==> src/rtl/mem_wb_stage_pkg.sv <==
// Shared widths for the MEM/WB boundary and the write-back value select.
package mem_wb_stage_pkg;

  // Datapath widths shared by every pipeline stage.
  localparam int ADDRESS_LEN   = 32;
  localparam int REGISTER_LEN  = 32;
  localparam int REG_ADDR_LEN  = 4;

  // Default width of the performance counters.
  localparam int CNT_W_DEFAULT = 32;

  // Loads retire the memory data, everything else retires the ALU result.
  function automatic logic [REGISTER_LEN-1:0] wb_select(
    input logic                    mem_read,
    input logic [REGISTER_LEN-1:0] mem_data,
    input logic [REGISTER_LEN-1:0] alu_res
  );
    return mem_read ? mem_data : alu_res;
  endfunction

endpackage

==> src/rtl/mem_wb_stage_sat_counter.sv <==
// Saturating event counter: synchronous clear has priority over increment,
// and the count sticks at all-ones instead of wrapping.
module sat_counter
  import mem_wb_stage_pkg::*;
#(
  parameter int W = CNT_W_DEFAULT
) (
  input  logic         clk,
  input  logic         rst_n,
  input  logic         inc,
  input  logic         clr,
  output logic [W-1:0] count
);

  logic [W-1:0] count_q;
  logic [W-1:0] count_d;
  logic         at_max;

  assign at_max = (count_q == {W{1'b1}});

  // Next count: clear first, otherwise increment unless already saturated.
  always_comb begin
    count_d = count_q;
    if (clr) begin
      count_d = '0;
    end else if (inc && !at_max) begin
      count_d = count_q + 1'b1;
    end
  end

  // Count register with asynchronous active-low reset.
  always_ff @(posedge clk or negedge rst_n) begin
    if (!rst_n) begin
      count_q <= '0;
    end else begin
      count_q <= count_d;
    end
  end

  assign count = count_q;

endmodule

==> src/rtl/mem_wb_stage.sv <==
// MEM/WB pipeline boundary. Captures MEM-stage results, selects the
// write-back value and drives the register-file write port, which doubles
// as the WB forwarding source. While the memory stage is frozen a bubble is
// inserted so the held instruction retires exactly once, on the first
// unfrozen edge. All outputs come straight from flops.
//
// Flow control: there is no valid/ready handshake here. freeze_mem acts as
// the inverse of a ready: when it is high the MEM outputs are not
// trustworthy, nothing is accepted, and valid_out drops for that cycle.
// valid_in marks a real instruction; an instruction transfers (retires) on
// any edge where valid_in=1 and freeze_mem=0.
module mem_wb_stage
  import mem_wb_stage_pkg::*;
#(
  parameter int CNT_W = CNT_W_DEFAULT
) (
  input  logic                    clk,
  input  logic                    rst,
  input  logic                    freeze_mem,
  input  logic                    valid_in,
  input  logic [ADDRESS_LEN-1:0]  pc_in,
  input  logic                    wb_en_in,
  input  logic                    mem_read_in,
  input  logic [REG_ADDR_LEN-1:0] dest_in,
  input  logic [REGISTER_LEN-1:0] alu_res_in,
  input  logic [REGISTER_LEN-1:0] mem_data_in,
  input  logic                    clr_cnt,
  output logic                    valid_out,
  output logic [ADDRESS_LEN-1:0]  pc_out,
  output logic                    wb_en_out,
  output logic [REG_ADDR_LEN-1:0] wb_dest_out,
  output logic [REGISTER_LEN-1:0] wb_value_out,
  output logic [ADDRESS_LEN-1:0]  last_pc_out,
  output logic [CNT_W-1:0]        retire_cnt,
  output logic [CNT_W-1:0]        load_cnt,
  output logic [CNT_W-1:0]        stall_cnt
);

  // Pipeline capture register.
  logic                    valid_q,   valid_d;
  logic                    wb_en_q,   wb_en_d;
  logic [ADDRESS_LEN-1:0]  pc_q,      pc_d;
  logic [REG_ADDR_LEN-1:0] dest_q,    dest_d;
  logic [REGISTER_LEN-1:0] value_q,   value_d;
  logic [ADDRESS_LEN-1:0]  last_pc_q, last_pc_d;

  // Events feeding the performance counters.
  logic retire_ev;
  logic load_ev;
  logic stall_ev;

  assign retire_ev = ~freeze_mem & valid_in;
  assign load_ev   = retire_ev & mem_read_in;
  assign stall_ev  = freeze_mem;

  // Next-state of the capture register: capture when unfrozen, otherwise
  // insert a bubble and keep the data fields stable for forwarding.
  always_comb begin
    valid_d   = 1'b0;
    wb_en_d   = 1'b0;
    pc_d      = pc_q;
    dest_d    = dest_q;
    value_d   = value_q;
    last_pc_d = last_pc_q;
    if (!freeze_mem) begin
      valid_d = valid_in;
      wb_en_d = valid_in & wb_en_in;
      pc_d    = pc_in;
      dest_d  = dest_in;
      value_d = wb_select(mem_read_in, mem_data_in, alu_res_in);
    end
    if (retire_ev) begin
      last_pc_d = pc_in;
    end
  end

  // Capture register with asynchronous active-low reset.
  always_ff @(posedge clk or negedge rst) begin
    if (!rst) begin
      valid_q   <= 1'b0;
      wb_en_q   <= 1'b0;
      pc_q      <= '0;
      dest_q    <= '0;
      value_q   <= '0;
      last_pc_q <= '0;
    end else begin
      valid_q   <= valid_d;
      wb_en_q   <= wb_en_d;
      pc_q      <= pc_d;
      dest_q    <= dest_d;
      value_q   <= value_d;
      last_pc_q <= last_pc_d;
    end
  end

  assign valid_out    = valid_q;
  assign wb_en_out    = wb_en_q;
  assign pc_out       = pc_q;
  assign wb_dest_out  = dest_q;
  assign wb_value_out = value_q;
  assign last_pc_out  = last_pc_q;

  // Retired instructions.
  sat_counter #(.W(CNT_W)) u_retire_cnt (
    .clk   (clk),
    .rst_n (rst),
    .inc   (retire_ev),
    .clr   (clr_cnt),
    .count (retire_cnt)
  );

  // Retired loads.
  sat_counter #(.W(CNT_W)) u_load_cnt (
    .clk   (clk),
    .rst_n (rst),
    .inc   (load_ev),
    .clr   (clr_cnt),
    .count (load_cnt)
  );

  // Cycles spent frozen.
  sat_counter #(.W(CNT_W)) u_stall_cnt (
    .clk   (clk),
    .rst_n (rst),
    .inc   (stall_ev),
    .clr   (clr_cnt),
    .count (stall_cnt)
  );

endmodule

==> config.mk <==
export PLATFORM = sky130hd
export DESIGN_NAME = mem_wb_stage
export DESIGN_NICKNAME = d
export VERILOG_FILES = /design/src/rtl/mem_wb_stage_pkg.sv /design/src/rtl/mem_wb_stage_sat_counter.sv /design/src/rtl/mem_wb_stage.sv
export SDC_FILE = /design/constraint.sdc
export NUM_CORES = 1
export LEC_CHECK = 0
export CELL_PAD_IN_SITES_DETAIL_PLACEMENT = 2
export CELL_PAD_IN_SITES_GLOBAL_PLACEMENT = 2
export CORE_MARGIN = 5
export CORE_UTILIZATION = 28
export DETAILED_ROUTE_END_ITERATION = 12
export PLACE_DENSITY_LB_ADDON = 0.1
export SYNTH_ARGS = -nofsm -noshare
export SYNTH_HDL_FRONTEND = slang
export SYNTH_SLANG_ARGS = --single-unit
export TNS_END_PERCENT = 1
==> constraint.sdc <==
create_clock -name clk -period 2.9 [get_ports clk]
set_clock_uncertainty 0.2 [all_clocks]
set_input_delay 0.435 -clock clk [delete_from_list [all_inputs] [get_ports clk]]
set_output_delay 0.435 -clock clk [all_outputs]
set_load 0.01 [all_outputs]
== Yosys cells after proc, flatten, opt, wreduce, memory -nomap -nowiden ==
Cells that the tools add are included.

* Register bits after elaboration: 198
* Input port bits: 107
* Output and inout bits: 198
* Logic and storage cells: 37

* Add/sub/neg operators: 3
* Eq/ne operators: 3
* Mux-type cells: 9
* Bitwise gates (word level): 4
* Reductions and logical operators: 9

{| class="wikitable"
|+ Operator list
! kind !! number
|-
| 32-bit two-way mux || 7
|-
| 32-bit by 1-bit adder with 32-bit output (second input constant) || 3
|-
| 32-bit == test (second input constant) || 3
|-
| 2-bit nonzero test || 3
|-
| 1-bit AND || 3
|-
| 1-bit logical AND || 3
|-
| 1-bit logical NOT || 3
|-
| 1-bit two-way mux || 2
|-
| 1-bit inverter || 1
|}

== Depth between registers and ports, before layout ==
Gate-level depths: netlist of the first run.

* Depth in word-level cells: 6
* Depth in mapped cells: 9
* Mapped depth without buffers: 7

== Hierarchy ==
A second synthesis of the first run with hierarchy kept.

* Cells, all modules: 871
* Area total of the unflattened synthesis: 9738.1 µm²

{| class="wikitable"
|+ By module, submodules not included
! module !! instances !! cells an instance !! area each (µm²) !! sequential area each (µm²)
|-
| mem_wb_stage || 1 || 288 || 4144.0 || 2552.4
|-
| sat_counter (u_retire_cnt ...) || 2 || 191 || 1843.0 || 800.8
|-
| sat_counter (u_load_cnt) || 1 || 201 || 1908.1 || 800.8
|}

== Least setup slack after synthesis of the first run ==
No wires, ideal clock.

* Path type: register -> register
* From: register u_retire_cnt.count_q[12] (netlist: u_retire_cnt.count[12])
* To: register u_retire_cnt.count_q[28] (netlist: u_retire_cnt.count[28])
* Setup time: 0.125 ns
* Arrival: 2.086 ns
* Path slack: 0.489 ns
* Stages on the path, launching flop included: 7
* Cell sequence: dfrtp_1 > nand2_1 > or3_4 > or4_4 > buf_6 > nor4b_1 > mux2_2

* Cells in the longest elaborated chain, start to end: 4
* Elaborated cells between the ends (all ways): 7
* Those cells by class: 1 x add/sub; 1 x eq/ne; 2 x mux; 3 x reduce/logical

{| class="wikitable"
|+ RTL lines
! element !! RTL line !! text
|-
| start: declaration || mem_wb_stage_sat_counter.sv:15 || <nowiki>logic [W-1:0] count_q;</nowiki>
|-
| start signal: assignment || mem_wb_stage_sat_counter.sv:36 || <nowiki>count_q <= count_d;</nowiki>
|-
| branches (longest 4 deep; another with 32-bit by 1-bit adder with 32-bit output) || - ||
|}

Several ways; the timed one is not identified. The select of a mux whose other input is x is not followed.
A chain may end at the register's enable or synchronous reset.

== Worst setup path in the final report of the first run ==
* From: register u_load_cnt.count_q[0] (netlist: u_load_cnt.count[0])
* To: register u_load_cnt.count_q[16] (netlist: u_load_cnt.count[16])

* Cells in the longest elaborated chain, start to end: 4
* Elaborated cells between the ends (all ways): 7
* Those cells by class: 1 x add/sub; 1 x eq/ne; 2 x mux; 3 x reduce/logical

{| class="wikitable"
|+ RTL lines
! element !! RTL line
|-
| start: declaration || mem_wb_stage_sat_counter.sv:15
|-
| start signal: assignment || mem_wb_stage_sat_counter.sv:36
|-
| branches (longest 4 deep; another with 32-bit by 1-bit adder with 32-bit output) || -
|}

Several ways; the timed one is not identified. The select of a mux whose other input is x is not followed.

==> impl_metrics.tcl, run 1 <==
set metrics [dict create \
    synth_top_area_cell "dfrtp_1" \
    cpLargestDelayFamily "simple AND/OR/NAND/NOR gates" \
    pwr_density_cell_nw_per_um2 483 \
    n_antenna_cell 0 \
    synth_most_common_cell "dfrtp_1" \
    grt_pass1_wl_mm 57.2 \
    status "finished, final reports clean" \
    finalSetupTns_ns 0 \
    synthCells 961 \
    h-tree-depth 4 \
    drtPass1Iterations 4 \
    synthFlopType "dfrtp_1" \
    fp-row-count 67 \
    drt-total-wl_mm 36.0 \
    wl_per_cell_um 21.0 \
    hold_class "primary input to register" \
    min_period_ns 2.58 \
    crit_fanout 20 \
    drc 0 \
    root_buffer "clkbuf_16" \
    clkTransAtPathRegs_ns 0.07 \
    die-area_sq_um 37800 \
    cts_setup_buffers 0 \
    synth_area_sq_um 9520 \
    numCtsBuffers 17 \
    leakagePower_nw 5.53 \
    synth-edff-count 0 \
    port_buffers 304 \
    yosysSeqAreaShare_pct 52.0 \
    grt_pass1_vias 9807 \
    finalCritPeriodShare_pct 88.9 \
    synth_top_area_share_pct 52.0 \
    area_growth_pct 45.3 \
    cts_tree "done" \
    grt_max_degree 65 \
    yosysWarnings 0 \
    crit_slowest_cell "or4_1" \
    ant_nets 0 \
    drive_above_1_share_pct 10.6 \
    num-fill-cells 3611 \
    vdd_ir_drop_max_mv 0.409 \
    cp.required_ns 3.06 \
    cp-start-kind "register" \
    hold_violations 0 \
    synth_area_per_cell_sq_um 9.91 \
    routed_via_density 5.12 \
    antenna_found_initial 0 \
    maxCapViolations 0 \
    die-height_um 194 \
    place.gp.congestion 0.730 \
    synth_area_leaders "dfrtp_1 52%, nand2_1 6.5%, mux2_2 6.3%, a21oi_1 3.6%, mux2i_1 3.6%" \
    synth_fp_nets 1071 \
    cts_max_path_buffers 2 \
    vias 8783 \
    cp.buffers_inverters 1 \
    ys_types 49 \
    drt_iter0_drc 358 \
    rsz0062_at_grt "no" \
    track_usage_pct 18.8 \
    dpl.hpwl_mm 26.1 \
    die_x_um 194 \
    core_sq_um 33500 \
    final-setup-viol-count 0 \
    cts_sinks 198 \
    crit_type "register to register" \
    drv_slew 0 \
    endpoint_kind "register" \
    power_mw 6.68 \
    worstPathArrival_ns 2.74 \
    yosys_register_bits 198 \
    worst_pin_slew_ns 0.601 \
    slew_headroom_pct 59.9 \
    overflow 0 \
    crit_path_cell_trace "ha_1 > nand4_1 > or3_1 > buf_4 > or4_1 > a21oi_1" \
    max_stage_delay_ns 0.51 \
    fmax_ghz 0.388 \
    synthTopCellsByCount "198 x dfrtp_1, 166 x nand2_1, 68 x a21oi_1" \
    synth_async_sr_flop_share_pct 100 \
    clk_latency_ns 0.45 \
    start_util_pct 28.4 \
    ioPinCount 305 \
    nets 1365 \
]
[path summary, 6_finish.rpt]
kind                                          start                    to  slack (ns)  depth (start not counted)
worst max-delay path            u_load_cnt.count[0]  u_load_cnt.count[16]        0.32                          6
worst min-delay path                        clr_cnt  u_load_cnt.count[10]        0.13                          2
worst max register to register  u_load_cnt.count[0]  u_load_cnt.count[16]        0.32                          6
worst min register to register       last_pc_out[3]        last_pc_out[3]        0.28                          2
max in group asynchronous                       rst       wb_value_out[7]        1.43                          3
min in group asynchronous                       rst  u_load_cnt.count[12]        0.34                          2
[worst reg2reg max path: stages (launching register included)]
cell     delay [ns]
dfrtp_1        0.46
ha_1           0.23
nand4_1        0.20
or3_1          0.48
buf_4          0.23
or4_1          0.51
a21oi_1        0.18
[layout make-up]
cell class | instances | area, sq um | area share (%)
sequential | 198 | 4950 | 35.8
timing repair buffer | 334 | 3330 | 24.0
clock inverter | 12 | 200 | 1.45
multi-input combinational | 694 | 4310 | 31.2
tap | 448 | 561 | 4.05
inverter | 10 | 37.5 | 0.271
clock buffer | 20 | 447 | 3.23
[report_power, final]
part | switching [mW] | internal (mW)
clock | 1.14 | 1.56
combinational | 0.455 | 0.524
sequential | 0.0925 | 2.92
[layout by cell type, fill, tap and decap left out, drive strengths merged, types with 4 or more instances in the layout]
master           n
clkdlybuf4s50  300
dfrtp          198
nand2          166
a21oi           68
o21ai           59
mux2            53
or4             42
o31ai           39
nor2            36
mux2i           34
buf             32
nand4           31
or3             29
nand3           27
clkbuf          21
nor2b           16
and4            16
nor4            16
and3            12
inv             11
and2             8
nor3             7
bufinv           5
xor2             4
xnor2            4
nor4b            4
[logic make-up (layout without fill, tap and decap cells)]
logic type                 count (synthesis)  in the layout  synth area share, %
muxes                                     87             87                 9.84
buffers and inverters                     69            376                 2.92
DFF                                      198            198                 52.0
xor gates and xnor gates                   8              8                0.736
and+or+nand+nor                          422            422                 23.6
adders and majority gates                  3              3                0.394
AOI/OAI and AO/OA                        174            174                 10.5
[routing by layer]
metal / global-route usage, % / vias up / part of all wire [%]
met5: 0 / - / 0
met4: 5.18 / 0 / 1.8
met3: 7.58 / 27 / 8.5
met2: 32.0 / 207 / 49
met1: 22.2 / 4471 / 40
li1: - / 4078 / -
[flip-flops by register name (all words and copies together) (netlist names)]
| register | flops |
|---|---|
| last_pc_out | 32 |
| pc_out | 32 |
| u_load_cnt.count | 32 |
| u_retire_cnt.count | 32 |
| u_stall_cnt.count | 32 |
| wb_value_out | 32 |
| wb_dest_out | 4 |
| valid_out | 1 |
| wb_en_out | 1 |
[what timing repair did]
action | 4_1_cts | 5_1_grt
hold buffers | 1 | 0
resized for setup | 0 | 0
hold endpoints to repair | 46 | 0
[metrics by stage]
step | setup slack, ns | instances | hold slack [ns] | area (sq um) | util (%)
after floorplan | 0.489 | 961 | -0.0606 | 9520 | -
after global placement | 0.202 | 1683 | 0.249 | 13200 | 39.3
after detailed placement | 0.137 | 1683 | 0.245 | 13200 | 39.3
after CTS | 0.300 | 1716 | 0.101 | 13800 | 41.3
after global routing | 0.156 | 1716 | 0.129 | 13800 | 41.3
final | 0.323 | 1716 | 0.130 | 13800 | 41.3
No activity file was read; power rests on OpenSTA's default activity.
==> inputs of run 2 (changes only) <==
--- a/config.mk
+++ b/config.mk
@@ -5,6 +5,7 @@
 export SDC_FILE = /design/constraint.sdc
 export NUM_CORES = 1
 export LEC_CHECK = 0
+export CAP_MARGIN = 20
 export CELL_PAD_IN_SITES_DETAIL_PLACEMENT = 2
 export CELL_PAD_IN_SITES_GLOBAL_PLACEMENT = 2
 export CORE_MARGIN = 5
==> results of run 2 <==
Final layout, timing and power as in run 1 (identical DEF).
